--- config.mk ---
export PLATFORM = sky130hd
export DESIGN_NAME = shift_issue_queue
export DESIGN_NICKNAME = d
export VERILOG_FILES = /design/src/rtl/mock_alu_pkg.sv /design/src/rtl/shift_issue_fifo.sv /design/src/rtl/shift_issue_queue.sv
export SDC_FILE = /design/constraint.sdc
export NUM_CORES = 1
export LEC_CHECK = 0
export CELL_PAD_IN_SITES_DETAIL_PLACEMENT = 1
export CELL_PAD_IN_SITES_GLOBAL_PLACEMENT = 1
export CORE_ASPECT_RATIO = 0.75
export CORE_MARGIN = 1
export CORE_UTILIZATION = 40
export DETAILED_ROUTE_END_ITERATION = 8
export DONT_BUFFER_PORTS = 1
export HOLD_SLACK_MARGIN = 0.02
export PLACE_DENSITY = 0.66
export SYNTH_ARGS = -nofsm -noshare
export SYNTH_HDL_FRONTEND = slang
export SYNTH_SLANG_ARGS = --single-unit
--- constraint.sdc ---
create_clock -name clock -period 4.25 [get_ports clock]
set_clock_uncertainty 0.1 [all_clocks]
set_input_delay 0 -clock clock [delete_from_list [all_inputs] [get_ports clock]]
set_output_delay 0 -clock clock [all_outputs]
set_load 0.02 [all_outputs]
--- src/rtl/mock_alu_pkg.sv ---
// Shared definitions for the mock-ALU shifter path.
// Covers opcodes, shifter direction codes, widths and the opcode-to-direction decode.
package mock_alu_pkg;

  localparam int DATA_W  = 64;
  localparam int SHIFT_W = 6;

  typedef enum logic [1:0] {
    OP_SRL = 2'd0,
    OP_SRA = 2'd1,
    OP_SLL = 2'd2,
    OP_ILL = 2'd3
  } op_e;

  localparam logic [SHIFT_W-1:0] DIR_SLL = 6'hB;
  localparam logic [SHIFT_W-1:0] DIR_SRL = 6'hC;
  localparam logic [SHIFT_W-1:0] DIR_SRA = 6'hD;

  function automatic logic [SHIFT_W-1:0] op_dir(input op_e op);
    case (op)
      OP_SRL:  return DIR_SRL;
      OP_SRA:  return DIR_SRA;
      OP_SLL:  return DIR_SLL;
      default: return '0;
    endcase
  endfunction

endpackage

--- src/rtl/shift_issue_fifo.sv ---
// Generic DEPTH x WIDTH synchronous FIFO with occupancy count.
// The head entry is read combinationally and reads as zero while the FIFO is empty.
module shift_issue_fifo #(
  parameter int DEPTH = 4,
  parameter int WIDTH = 8
) (
  input  logic                       clock,
  input  logic                       reset,
  input  logic                       push,
  input  logic [WIDTH-1:0]           push_data,
  input  logic                       pop,
  output logic [WIDTH-1:0]           head,
  output logic [$clog2(DEPTH):0]     count,
  output logic                       full,
  output logic                       empty
);

  localparam int AW = $clog2(DEPTH);
  localparam int CW = AW + 1;

  logic [WIDTH-1:0] mem [DEPTH];
  logic [AW-1:0]    wr_ptr;
  logic [AW-1:0]    rd_ptr;
  logic             do_push;
  logic             do_pop;

  assign full    = (count == CW'(DEPTH));
  assign empty   = (count == '0);
  assign do_push = push && !full;
  assign do_pop  = pop && !empty;

  // DEPTH is a power of two, so the pointers wrap by natural overflow.
  always_ff @(posedge clock or posedge reset) begin
    if (reset) begin
      wr_ptr <= '0;
      rd_ptr <= '0;
      count  <= '0;
    end else begin
      if (do_push) wr_ptr <= wr_ptr + 1'b1;
      if (do_pop)  rd_ptr <= rd_ptr + 1'b1;
      case ({do_push, do_pop})
        2'b10:   count <= count + 1'b1;
        2'b01:   count <= count - 1'b1;
        default: count <= count;
      endcase
    end
  end

  always_ff @(posedge clock) begin
    if (do_push) mem[wr_ptr] <= push_data;
  end

  assign head = empty ? '0 : mem[rd_ptr];

endmodule

--- src/rtl/shift_issue_queue.sv ---
// Issue stage ahead of the 64-bit barrel shifter.
// Decodes and saturates requests on accept, buffers them, and issues one per cycle.
module shift_issue_queue
  import mock_alu_pkg::*;
#(
  parameter int DEPTH = 4,
  parameter int TAG_W = 4
) (
  input  logic                     clock,
  input  logic                     reset,
  input  logic                     io_in_valid,
  output logic                     io_in_ready,
  input  logic [1:0]               io_in_bits_op,
  input  logic [DATA_W-1:0]        io_in_bits_data,
  input  logic [6:0]               io_in_bits_amount,
  input  logic [TAG_W-1:0]         io_in_bits_tag,
  output logic                     io_out_valid,
  input  logic                     io_out_ready,
  output logic [DATA_W-1:0]        io_out_data,
  output logic [SHIFT_W-1:0]       io_out_shiftAmount,
  output logic [SHIFT_W-1:0]       io_out_dir,
  output logic [TAG_W-1:0]         io_out_tag,
  output logic                     io_illegal,
  output logic [$clog2(DEPTH):0]   io_count
);

  localparam int ENTRY_W = DATA_W + SHIFT_W + SHIFT_W + TAG_W;

  op_e                op;
  logic [DATA_W-1:0]  dec_data;
  logic [SHIFT_W-1:0] dec_amount;
  logic [SHIFT_W-1:0] dec_dir;
  logic               accept;
  logic               push;
  logic               pop;
  logic               full;
  logic               empty;
  logic [ENTRY_W-1:0] head;

  assign op = op_e'(io_in_bits_op);

  // Amounts of 64 or more: logical shifts clear the word, SRA keeps the sign fill via 63.
  always_comb begin
    dec_data   = io_in_bits_data;
    dec_amount = io_in_bits_amount[SHIFT_W-1:0];
    dec_dir    = op_dir(op);
    if (io_in_bits_amount[6]) begin
      if (op == OP_SRA) begin
        dec_amount = 6'd63;
      end else begin
        dec_data   = '0;
        dec_amount = '0;
      end
    end
  end

  assign accept = io_in_valid && io_in_ready;
  assign push   = accept && (op != OP_ILL);
  assign pop    = io_out_valid && io_out_ready;

  shift_issue_fifo #(
    .DEPTH (DEPTH),
    .WIDTH (ENTRY_W)
  ) u_fifo (
    .clock     (clock),
    .reset     (reset),
    .push      (push),
    .push_data ({dec_data, dec_amount, dec_dir, io_in_bits_tag}),
    .pop       (pop),
    .head      (head),
    .count     (io_count),
    .full      (full),
    .empty     (empty)
  );

  assign io_in_ready  = !full;
  assign io_out_valid = !empty;
  assign {io_out_data, io_out_shiftAmount, io_out_dir, io_out_tag} = head;

  always_ff @(posedge clock or posedge reset) begin
    if (reset) io_illegal <= 1'b0;
    else       io_illegal <= accept && (op == OP_ILL);
  end

endmodule

---- After elaboration in Yosys (flattened, before gate mapping) ----
Memories as Yosys holds them, arrays and structs flattened.
Index checks and enable logic that the tools add are counted.
operators by class
  add/subtract/negate cells ............... 4
  equal/unequal tests ..................... 7
  muxes and demuxes ....................... 9
  reductions and logical operators ........ 11
operator list
  kind                 number
  $mux 64              2
  $mux 80              1
  $mux 6               2
  $pmux 4 s3           1
  $eq 2x2->1 const B   3
  $logic_and 1x1->1    6
  $pmux 3 s2           1
  $add 2x1->2 const B  2
  $eq 2x1->1 const B   2
  $add 3x1->3 const B  1
  $eq 3x3->1 const B   1
  $logic_not 3->1      1
  $sub 3x1->3 const B  1
  $logic_not 1->1      2
  $logic_not 2->1      1
  $mux 1               2
  $ne 2x2->1 const B   1
  $reduce_bool 2->1    1
storage, ports and cells
  register bits after elaboration ......... 8
  memory bits (writable) .................. 312
  input port bits ......................... 81
  output and inout port bits .............. 86
  logic and storage cells ................. 36
  memories ................................ 1
memory list
  memory      words  width  read ports  clocked after memory_dff  wr ports  RTL line                source
  u_fifo.mem  4      78     1           0                         1         shift_issue_fifo.sv:21  logic [WIDTH-1:0] mem [DEPTH];

---- Depth between registers and ports, before layout ----
Gate-level depths: netlist of run 1.
  depth after elaboration ................. 7
  depth in mapped cells ................... 10

---- Modules after synthesis ----
A second synthesis of run 1 with hierarchy kept.
second synthesis, totals
  cell total of the unflattened synthesis .. 649
  area total of the unflattened synthesis .. 13406.6 µm²
modules (own cells, without submodules)
  module             instances  cells an instance  area an instance (µm²)
  shift_issue_fifo   1          546                12587.1
  shift_issue_queue  1          103                819.5

---- Worst setup path after synthesis of run 1 ----
No wires, ideal clock.
  path kind ............................... flip-flop to flip-flop
  start point ............................. register u_fifo.count[2]
  end point ............................... memory u_fifo.mem[0][0] (netlist bit), enable pin
  arrival time ............................ 2.074 ns
  required time ........................... 3.748 ns
  path slack .............................. 1.674 ns
  stages on the path, launching flop included .. 5
  path through ............................ dfrtp_1 > or3b_4 > and3b_1 > buf_6 > and2_2
between the ends
  cells in the longest elaborated chain, start to end .. 7
RTL lines
  element                           RTL line                 source
  start, declared                   shift_issue_fifo.sv:13   output logic [$clog2(DEPTH):0] count,
  start signal, assigned            shift_issue_fifo.sv:42   2'b10: count <= count + 1'b1;
  start signal, assigned            shift_issue_fifo.sv:43   2'b01: count <= count - 1'b1;
  start signal, assigned            shift_issue_fifo.sv:44   default: count <= count;
  $eq 3x3->1 (*)                    shift_issue_fifo.sv:27   assign full = (count == CW'(DEPTH));
  $logic_not 1->1 (*)               shift_issue_queue.sv:76  assign io_in_ready = !full;
  named net io_in_ready             shift_issue_queue.sv:12  output logic io_in_ready,
  $logic_and 1x1->1                 shift_issue_queue.sv:57  assign accept = io_in_valid && io_in_ready;
  $logic_and 1x1->1                 shift_issue_queue.sv:58  assign push = accept && (op != OP_ILL);
  $logic_and 1x1->1 (*)             shift_issue_fifo.sv:29   assign do_push = push && !full;
  $mux 1 (*)                        shift_issue_fifo.sv:50   if (do_push) mem[wr_ptr] <= push_data;
  $mux 1 (implied by the code) (*)  shift_issue_fifo.sv:50
  end, declared                     shift_issue_fifo.sv:21
Mark *: on every way through the listed nets, which the timed path passes. The rest lies on a longest branch.

---- Worst setup path after layout of run 1 ----
  start point ............................. register u_fifo.rd_ptr[0]
  end point ............................... output io_out_dir[1]
between the ends
  cells in the longest elaborated chain, start to end .. 2
RTL lines
  element                 RTL line                 source
  start, declared         shift_issue_fifo.sv:23   logic [AW-1:0] rd_ptr;
  start signal, assigned  shift_issue_fifo.sv:40   if (do_pop) rd_ptr <= rd_ptr + 1'b1;
  $mem_v2 4x78            n/a
  $mux 80                 shift_issue_fifo.sv:53   assign head = empty ? '0 : mem[rd_ptr];
  end, declared           shift_issue_queue.sv:21  output logic [SHIFT_W-1:0] io_out_dir,
Every way passes these cells.

==> results of run 1 <==
[stage by stage]
| stage | worst slack (ns) | instance area [µm²] | hold WS, ns | instances | util |
|---|---|---|---|---|---|
| 3_3_place_gp | 1.51 | 13300 | -0.259 | 1017 | 0.423 |
| 6_report | 1.43 | 15200 | 0.0597 | 1165 | 0.485 |
| 2_1_floorplan | 1.67 | 12800 | -0.284 | 635 | - |
| 3_5_place_dp | 1.40 | 13300 | -0.238 | 1017 | 0.423 |
| 4_1_cts | 1.33 | 15200 | 0.0344 | 1162 | 0.485 |
| 5_1_grt | 1.22 | 15200 | 0.0797 | 1163 | 0.485 |
[critical path, stage by stage (launching register included)]
cell and delay, ns:
dfrtp_4 0.93, buf_4 0.45, mux4_2 0.58, and2_1 0.25
[synth_stat cells, drive strengths merged (3+ instances only)]
library cell,number
xnor2,3
clkbuf,21
dfrtp,8
nor2,3
inv,16
buf,16
xor2,3
mux4,78
o21ai,6
and2,147
ha,10
edfxtp,312
[flip-flops by register name (all words and copies together), names as in the netlist]
register,flops
u_fifo.count,3
u_fifo.mem,312
io_illegal,1
u_fifo.wr_ptr,2
u_fifo.rd_ptr,2
[power by group through the flow]
stage / logic [mW] / clock network, mW / registers, mW
finish: 3.16 / 2.91 / 4.43
global route: 3.39 / 3.09 / 4.51
CTS: 3.23 / 2.99 / 4.45
detailed placement: 3.16 / 0 / 4.51
global placement: 3.08 / 0 / 4.47
floorplan: 2.70 / 0 / 4.20
[logic make-up (layout without fill, tap and decap cells)]
logic type | after synthesis | after routing | synth area share
AOI/OAI and AO/OA | 6 | 6 | 0.00234
xor gates and xnor gates | 6 | 6 | 0.00410
adders and majority gates | 11 | 11 | 0.0113
buffers and inverters | 53 | 174 | 0.0195
DFF | 320 | 320 | 0.747
muxes | 80 | 80 | 0.139
other | 1 | 5 | 0.000293
and+or+nand+nor | 157 | 157 | 0.0768
[cell type report]
cell class | instances | area [µm²]
fill | 2897 | 16200
clock buffer | 46 | 960
sequential | 320 | 9580
antenna | 3 | 7.51
multi-input combinational | 262 | 3010
tap | 406 | 508
clock inverter | 16 | 159
inverter | 16 | 60.1
timing repair buffer | 96 | 941
[layer usage]
layer / GRT usage / up-vias / wire length, µm
met2: 0.281 / 145 / 13500
met5: 0 / - / 0
met1: 0.228 / 3198 / 12200
li1: - / 2648 / -
met4: 0.0406 / 0 / 403
met3: 0.0447 / 35 / 1520
[timing repair]
action                                  CTS  global route
hold endpoints to repair                327             0
hold buffers                             83             0
endpoints found under the setup margin    0             0
[worst max path at each step]
stage	startpoint	end	slack [ns]
after floorplan	u_fifo.count[2]$_DFFE_PP0P_	u_fifo.mem[0][0]$_DFFE_PP_	1.67
after global placement	u_fifo.count[2]$_DFFE_PP0P_	u_fifo.mem[2][7]$_DFFE_PP_	1.51
after detailed placement	u_fifo.count[2]$_DFFE_PP0P_	u_fifo.mem[2][7]$_DFFE_PP_	1.40
after CTS	u_fifo.rd_ptr[0]$_DFFE_PP0P_	io_out_dir[1]	1.33
after global routing	u_fifo.rd_ptr[0]$_DFFE_PP0P_	io_out_data[9]	1.22
final	u_fifo.rd_ptr[0]$_DFFE_PP0P_	io_out_dir[1]	1.43
==> flow_summary.json, run 1 <==
{
  "worst_pin_slew_ns": 0.997,
  "drt_wl_total_mm": 27.6,
  "yosysTopAreaCell": "edfxtp_1",
  "synth_edf_count": 312,
  "drtAntennaViolNets": 0,
  "min_from": "io_in_bits_op[1]",
  "layout-drive-gt1-share": 0.200,
  "grt_pass1_wl_mm": 41.7,
  "syn_inst": 634,
  "die-height_um": 157,
  "r2r_cells": 4,
  "cts_setup_buffers": 0,
  "overflow": 0,
  "die_width_um": 209,
  "final_cell_mix": "312 x edfxtp_1, 143 x and2_1, 83 x dlygate4sd3_1",
  "drt_iter0_markers": 350,
  "yosys_register_bits": 320,
  "coreArea_um2": 31400,
  "wl_per_cell_um": 23.7,
  "post_cts_resized": 0,
  "synth.cell_area_um2": 12800,
  "p_seq_frac": 0.422,
  "grt_pass1_vias": 6721,
  "ys_types": 26,
  "cts_buffers": 34,
  "whs_path_depth": 3,
  "cellInternalPower_mw": 7.05,
  "routabilityCongestion": 0.721,
  "critPathLaunchType": "register",
  "outcome": "complete, no violations",
  "finalHoldViolations": 0,
  "p_total_mw": 10.5,
  "dp_hpwl_mm": 17.1,
  "period_minus_slack_ns": 2.82,
  "maxCapViolCount": 0,
  "cp_max_fo": 37,
  "tns_ns": 0,
  "num_rows": 56,
  "r2r-end": "u_fifo.mem[2][7]$_DFFE_PP_",
  "area_delta_synth_final_pct": 18.8,
  "critPathCaptureType": "output port",
  "port_buffers": 0,
  "p_clk_frac": 0.277,
  "holdCritPathClass": "in -> reg",
  "cp.required_ns": 4.15,
  "clock_sinks": 320,
  "path_class": "reg -> out",
  "relSlewSlack": 0.335,
  "firstDrtPassIters": 7,
  "cts_buffer_depth": 3,
  "cts_tree": "yes",
  "drc": 0,
  "start_util": 0.408,
  "p_comb_frac": 0.301,
  "insertion_delay_ns": 0.49,
  "async_reset_ff_frac": 0.0250,
  "grt_max_degree": 81,
  "die-area_um2": 32800,
  "power.switching_mw": 3.46,
  "post-route-period-util": 0.662,
  "nNetsFinal": 822,
  "rr_startpoint": "u_fifo.count[2]$_DFFE_PP0P_",
  "viasPerCell": 5.17,
  "synthTopCellsByArea": "edfxtp_1 73%, mux4_2 14%, and2_1 7.0%, dfrtp_1 1.6%, ha_1 0.98%",
  "rrSetupSlack_ns": 1.44,
  "vias": 6026,
  "ys_warn_count": 0,
  "synth.top_cell.area_share": 0.731,
  "max_clock_freq_mhz": 355,
  "antenna_found_initial": 3,
  "final_common_cell": "edfxtp_1",
  "vdd_drop_max_uv": 583,
  "clk_pin_slew_ns": 0.06,
  "ios": 167,
  "ys.flop_type": "edfxtp_1",
  "yosysSeqAreaShare": 0.747,
  "worstPathArrival_ns": 2.72,
  "swShare": 0.329,
  "grt_use_total": 0.171,
  "finalSetupViolCount": 0,
  "maxSlewViolCount": 0,
  "rsz0062_at_grt": "false",
  "powerDensity_nw_per_um2": 690,
  "whs_endpoint": "u_fifo.wr_ptr[0]$_DFFE_PP0P_",
  "syn_avg_cell_area_um2": 20.2,
  "cts_root_buffer": "clkbuf_16",
  "p_leak_nw": 5.05,
  "htreeDepth": 2
}
Note: power is estimated with default switching activity, not from simulation.
==> run 2, diff against run 1 <==
==> constraint.sdc (replaced) <==
create_clock -name clock -period 2.7 [get_ports clock]
set_clock_uncertainty 0.1 [all_clocks]
set_input_delay 0 -clock clock [delete_from_list [all_inputs] [get_ports clock]]
set_output_delay 0 -clock clock [all_outputs]
set_load 0.02 [all_outputs]
==> run 2 against run 1 <==
  * Combinational power is 72% higher
  * Core utilization is 0.37 points higher
  * Die area stayed put
  * First-iteration DRC count is 4.9% lower
  * Worst setup slack worse by 1.2 ns
  * Sequential share of layout area is 0.47 points lower
  * Hold slack worse by 0.050 ns
  * Critical endpoint is now u_fifo.count[2]$_DFFE_PP0P_
  * Largest cell class unchanged
==> flow_summary.json, run 2 (synthesis gave the netlist of run 1 again) <==
{
  "outcome": "complete, no violations",
  "rr_startpoint": "u_fifo.count[0]$_DFFE_PP0P_",
  "largest_reg_flops": 312,
  "cts_root_buffer": "clkbuf_16",
  "routabilityCongestion": 0.712,
  "p_total_mw": 16.5,
  "critPathLaunchType": "register",
  "vdd_drop_max_uv": 767,
  "area_delta_synth_final_pct": 19.7,
  "cts_tree": "yes",
  "post-route-period-util": 0.920,
  "p_leak_nw": 5.09,
  "maxSlewViolCount": 0,
  "critPathCaptureType": "register",
  "die-height_um": 157,
  "r2r_cells": 9,
  "grt_use_total": 0.169,
  "start_util": 0.408,
  "drc": 0,
  "num_rows": 56,
  "finalSetupViolCount": 0,
  "rrSetupSlack_ns": 0.22,
  "fillers": 2874,
  "cts_buffers": 34,
  "max_clock_freq_mhz": 402,
  "firstDrtPassIters": 4,
  "final_cell_mix": "312 x edfxtp_1, 143 x and2_1, 83 x dlygate4sd3_1",
  "port_buffers": 0,
  "drt_iter0_markers": 333,
  "dp_hpwl_mm": 16.0,
  "drt_wl_total_mm": 27.0,
  "tns_ns": 0,
  "insertion_delay_ns": 0.49,
  "grt_pass1_vias": 6849,
  "dpl.cell_count": 1022,
  "worstPathArrival_ns": 2.80,
  "powerDensity_nw_per_um2": 1080,
  "rsz0062_at_grt": "false",
  "maxCapViolCount": 0,
  "viasPerCell": 5.20,
  "cp.required_ns": 3.02,
  "whs_path_depth": 3,
  "grt_max_degree": 81,
  "clk_pin_slew_ns": 0.06,
  "overflow": 0,
  "holdCritPathClass": "in -> reg",
  "htreeDepth": 2,
  "period_minus_slack_ns": 2.48,
  "antenna_found_initial": 3,
  "die_width_um": 209,
  "cts_buffer_depth": 3,
  "finalNonFillerCells": 1167,
  "r2r-end": "u_fifo.count[2]$_DFFE_PP0P_",
  "clock_sinks": 320,
  "wl_per_cell_um": 23.2,
  "die-area_um2": 32800,
  "cp_max_fo": 7,
  "timing.hold.ws_ns": 0.00932,
  "reg_top3": "u_fifo.mem x312, u_fifo.count x3",
  "worst_pin_slew_ns": 0.789,
  "path_class": "reg -> reg",
  "nNetsFinal": 827,
  "layout-drive-gt1-share": 0.203,
  "max_flop_register": "u_fifo.mem",
  "whs_endpoint": "u_fifo.wr_ptr[0]$_DFFE_PP0P_",
  "finalHoldViolations": 0,
  "min_from": "io_in_bits_op[1]",
  "relSlewSlack": 0.474,
  "cts_setup_buffers": 0,
  "ios": 167,
  "vias": 6065,
  "final_common_cell": "edfxtp_1",
  "grt_pass1_wl_mm": 41.3,
  "drtAntennaViolNets": 0,
  "coreArea_um2": 31400
}
==> run 2: cell count changes in the layout (fill, tap and decap cells not counted), sizes merged <==
| cell | before | now |
|---|---|---|
| buf | 13 | 18 |
| diode | 3 | 2 |
| clkinv | 11 | 8 |
| clkinvlp | 2 | 1 |
| clkbuf | 46 | 49 |
| bufinv | 3 | 2 |
==> run 2: area by class of cell <==
cell class	instances	area (µm²)	share of cell area
Timing Repair Buffer	101	1090	0.0711
Antenna cell	2	5.00	0.000326
Clock inverter	11	104	0.00677
Inverter	16	60.1	0.00392
Tap cell	406	508	0.0331
Sequential cell	320	9580	0.624
Clock buffer	49	981	0.0640
Multi-Input combinational cell	262	3010	0.196
==> run 2: power by group <==
part | total, mW | internal [mW] | leakage (nW) | switching [mW]
combinational | 5.42 | 2.07 | 1.59 | 3.35
sequential | 6.61 | 6.36 | 2.97 | 0.256
clock | 4.50 | 2.72 | 0.529 | 1.78
total | 16.5 | 11.1 | 5.09 | 5.38
==> run 2: stage by stage <==
step           setup slack (ns)  cell area, µm²   util
2_1_floorplan             0.124           12800      -
3_3_place_gp              0.304           13400  0.427
3_5_place_dp              0.202           13400  0.427
4_1_cts                   0.198           15300  0.488
5_1_grt                  0.0248           15300  0.489
6_report                  0.215           15300  0.489
==> run 2: how the worst max path moves through the flow <==
stage	from	to	slack, ns	cells after the start
after floorplan	u_fifo.count[2]$_DFFE_PP0P_	u_fifo.mem[0][0]$_DFFE_PP_	0.12	4
after global placement	u_fifo.count[0]$_DFFE_PP0P_	u_fifo.count[2]$_DFFE_PP0P_	0.30	9
after detailed placement	u_fifo.count[0]$_DFFE_PP0P_	u_fifo.count[2]$_DFFE_PP0P_	0.20	9
after CTS	u_fifo.count[0]$_DFFE_PP0P_	u_fifo.count[2]$_DFFE_PP0P_	0.20	9
after global routing	u_fifo.count[0]$_DFFE_PP0P_	u_fifo.count[2]$_DFFE_PP0P_	0.02	9
final	u_fifo.count[0]$_DFFE_PP0P_	u_fifo.count[2]$_DFFE_PP0P_	0.22	9
==> run 2: repair_timing <==
item,CTS,global route
hold buffers,83,0
resized for setup,0,1
endpoints found under the setup margin,0,1
hold endpoints to repair,328,0
==> run 2: critical path, stage by stage, from the launching register on <==
cell     delay [ns]
dfrtp_1        0.40
or3b_4         0.46
and3b_2        0.29
inv_1          0.08
ha_1           0.18
inv_1          0.07
fa_1           0.38
xor2_1         0.17
nor2_1         0.12
xor2_1         0.16
==> run 2: metal layers <==
metal	vias up	part of all wire	GRT usage
met5	-	0	0
met4	0	0.011	0.0329
met3	30	0.055	0.0391
met2	174	0.49	0.284
met1	3206	0.44	0.227
li1	2655	-	-
==> run 3, diff against run 2 <==
--- a/config.mk
+++ b/config.mk
@@ -14,6 +14,7 @@
 export DONT_BUFFER_PORTS = 1
 export HOLD_SLACK_MARGIN = 0.02
 export PLACE_DENSITY = 0.66
+export REMOVE_ABC_BUFFERS = 1
 export SYNTH_ARGS = -nofsm -noshare
 export SYNTH_HDL_FRONTEND = slang
 export SYNTH_SLANG_ARGS = --single-unit
==> run 3 against run 2 <==
  * Maximum frequency increased by 2.0%
  * Non-clock buffer count grew 5
  * Wire length shrank 2.0%
  * Sequential cell count stayed put
  * Via count shrank 0.40%
  * Core utilization is 0.29 points higher
  * Critical endpoint unchanged
  * Highest routed layer is now met5
==> flow_summary.json, run 3 (synthesis gave the netlist of run 1 again) <==
{
  "cts.hold.buffers_added": 83,
  "drc": 0,
  "period_minus_slack_ns": 2.44,
  "final_cell_mix": "312 x edfxtp_1, 143 x and2_1, 83 x dlygate4sd3_1",
  "grt_use_total": 0.164,
  "power.switching_mw": 5.42,
  "stdcell_area_um2": 15400,
  "vias": 6041,
  "cts_buffer_depth": 3,
  "maxCapViolCount": 0,
  "die-area_um2": 32800,
  "num_rows": 56,
  "post_cts_resized": 0,
  "insertion_delay_ns": 0.50,
  "drt_wl_total_mm": 26.5,
  "p_leak_nw": 5.16,
  "cts_buffers": 34,
  "grt_pass1_vias": 6699,
  "die_width_um": 209,
  "cts_setup_buffers": 0,
  "drtAntennaViolNets": 0,
  "layout-drive-gt1-share": 0.213,
  "max_clock_freq_mhz": 411,
  "coreArea_um2": 31400,
  "powerDensity_nw_per_um2": 1090,
  "firstDrtPassIters": 4,
  "final_common_cell": "edfxtp_1",
  "placed_area_um2": 13400,
  "wl_per_cell_um": 22.6,
  "critPathCaptureType": "register",
  "critPathLaunchType": "register",
  "fillers": 2841,
  "grt_pass1_wl_mm": 40.0,
  "p_seq_frac": 0.398,
  "viasPerCell": 5.15,
  "die-height_um": 157,
  "timing.hold.ws_ns": 0.0693,
  "dp_hpwl_mm": 16.4,
  "ios": 167,
  "finalSetupViolCount": 0,
  "final_util": 0.491,
  "outcome": "complete, no violations",
  "clk_pin_slew_ns": 0.06,
  "finalHoldViolations": 0,
  "reg_top3": "u_fifo.mem x312, u_fifo.count x3",
  "dpl.cell_count": 1027,
  "worstPathArrival_ns": 2.76,
  "post-route-period-util": 0.902,
  "path_class": "reg -> reg",
  "max_flop_register": "u_fifo.mem",
  "htreeDepth": 2,
  "maxSlewViolCount": 0,
  "cellInternalPower_mw": 11.4,
  "holdCritPathClass": "in -> reg",
  "grt_max_degree": 81,
  "routabilityCongestion": 0.736,
  "p_clk_frac": 0.285,
  "nNetsFinal": 832,
  "cts_tree": "yes",
  "area_delta_synth_final_pct": 20.4,
  "seq_area_um2": 9580,
  "tns_ns": 0,
  "clock_sinks": 320,
  "rsz0062_at_grt": "false",
  "vdd_drop_max_uv": 499,
  "start_util": 0.408,
  "worst_pin_slew_ns": 0.773,
  "finalNonFillerCells": 1173,
  "multiInputGateArea_um2": 3010,
  "relSlewSlack": 0.485,
  "port_buffers": 0,
  "p_comb_frac": 0.317,
  "cts_root_buffer": "clkbuf_16",
  "cp_max_fo": 5,
  "swShare": 0.322,
  "drt_iter0_markers": 247,
  "largest_reg_flops": 312,
  "overflow": 0,
  "cp.required_ns": 3.03,
  "antenna_found_initial": 2
}
## run 3: cell types whose count changed in the layout (fill, tap and decap cells not counted), sizes merged, moves of 3 or more
cell	previous run	this run
clkinv	8	11
bufinv	2	5
buf	18	23
clkbuf	49	45
## run 3: worst max-delay path, stage by stage (launching register included)
cell and delay (ns):
dfrtp_1 0.43, or3b_4 0.48, and3b_1 0.21, inv_1 0.07
ha_1 0.18, inv_1 0.07, fa_1 0.38, xor2_1 0.16
nor2_1 0.12, xor2_1 0.16
## run 3: worst paths after layout
| kind | cells after the start | slack, ns | endpoint | from |
|---|---|---|---|---|
| min in group asynchronous | 3 | 0.36 | io_illegal$_DFF_PP0_ | reset |
| setup reg to reg | 9 | 0.26 | u_fifo.count[2]$_DFFE_PP0P_ | u_fifo.count[0]$_DFFE_PP0P_ |
| setup / recovery | 9 | 0.26 | u_fifo.count[2]$_DFFE_PP0P_ | u_fifo.count[0]$_DFFE_PP0P_ |
| hold reg to reg | 1 | 0.46 | u_fifo.count[0]$_DFFE_PP0P_ | u_fifo.count[0]$_DFFE_PP0P_ |
| hold / removal | 4 | 0.07 | u_fifo.wr_ptr[0]$_DFFE_PP0P_ | io_in_bits_op[1] |
| max in group asynchronous | 3 | 1.82 | u_fifo.rd_ptr[0]$_DFFE_PP0P_ | reset |
## run 3: layout make-up
| type | instances | area share |
|---|---|---|
| Tap cell | 406 | 0.0329 |
| Multi-Input combinational cell | 262 | 0.195 |
| Inverter | 16 | 0.00389 |
| Clock inverter | 17 | 0.0136 |
| Antenna cell | 1 | 0.000162 |
| Timing Repair Buffer | 106 | 0.0715 |
| Sequential cell | 320 | 0.621 |
| Clock buffer | 45 | 0.0620 |
## run 3: layer usage
metal | up-vias | routed length, µm | GRT usage
met1 | 3173 | 12100 | 0.226
met3 | 34 | 1670 | 0.0445
met5 | - | 14 | 0
met4 | 2 | 359 | 0.0406
met2 | 163 | 12300 | 0.261
li1 | 2669 | - | -
## run 3: metrics by stage
step | total power [mW] | setup WS (ns)
2_1_floorplan | 10.8 | -1.40
5_1_grt | 17.6 | 0.126
6_report | 16.8 | 0.265
4_1_cts | 17.1 | 0.188
3_5_place_dp | 12.2 | 0.271
3_3_place_gp | 12.1 | 0.361
## run 3: power groups by stage
| stage | registers [mW] | clock network, mW | logic (mW) |
|---|---|---|---|
| 3_3_place_gp | 6.77 | 0 | 5.28 |
| 6_report | 6.70 | 4.79 | 5.34 |
| 4_1_cts | 6.72 | 4.93 | 5.49 |
| 2_1_floorplan | 7.02 | 0 | 3.79 |
| 3_5_place_dp | 6.83 | 0 | 5.37 |
| 5_1_grt | 6.78 | 5.10 | 5.74 |
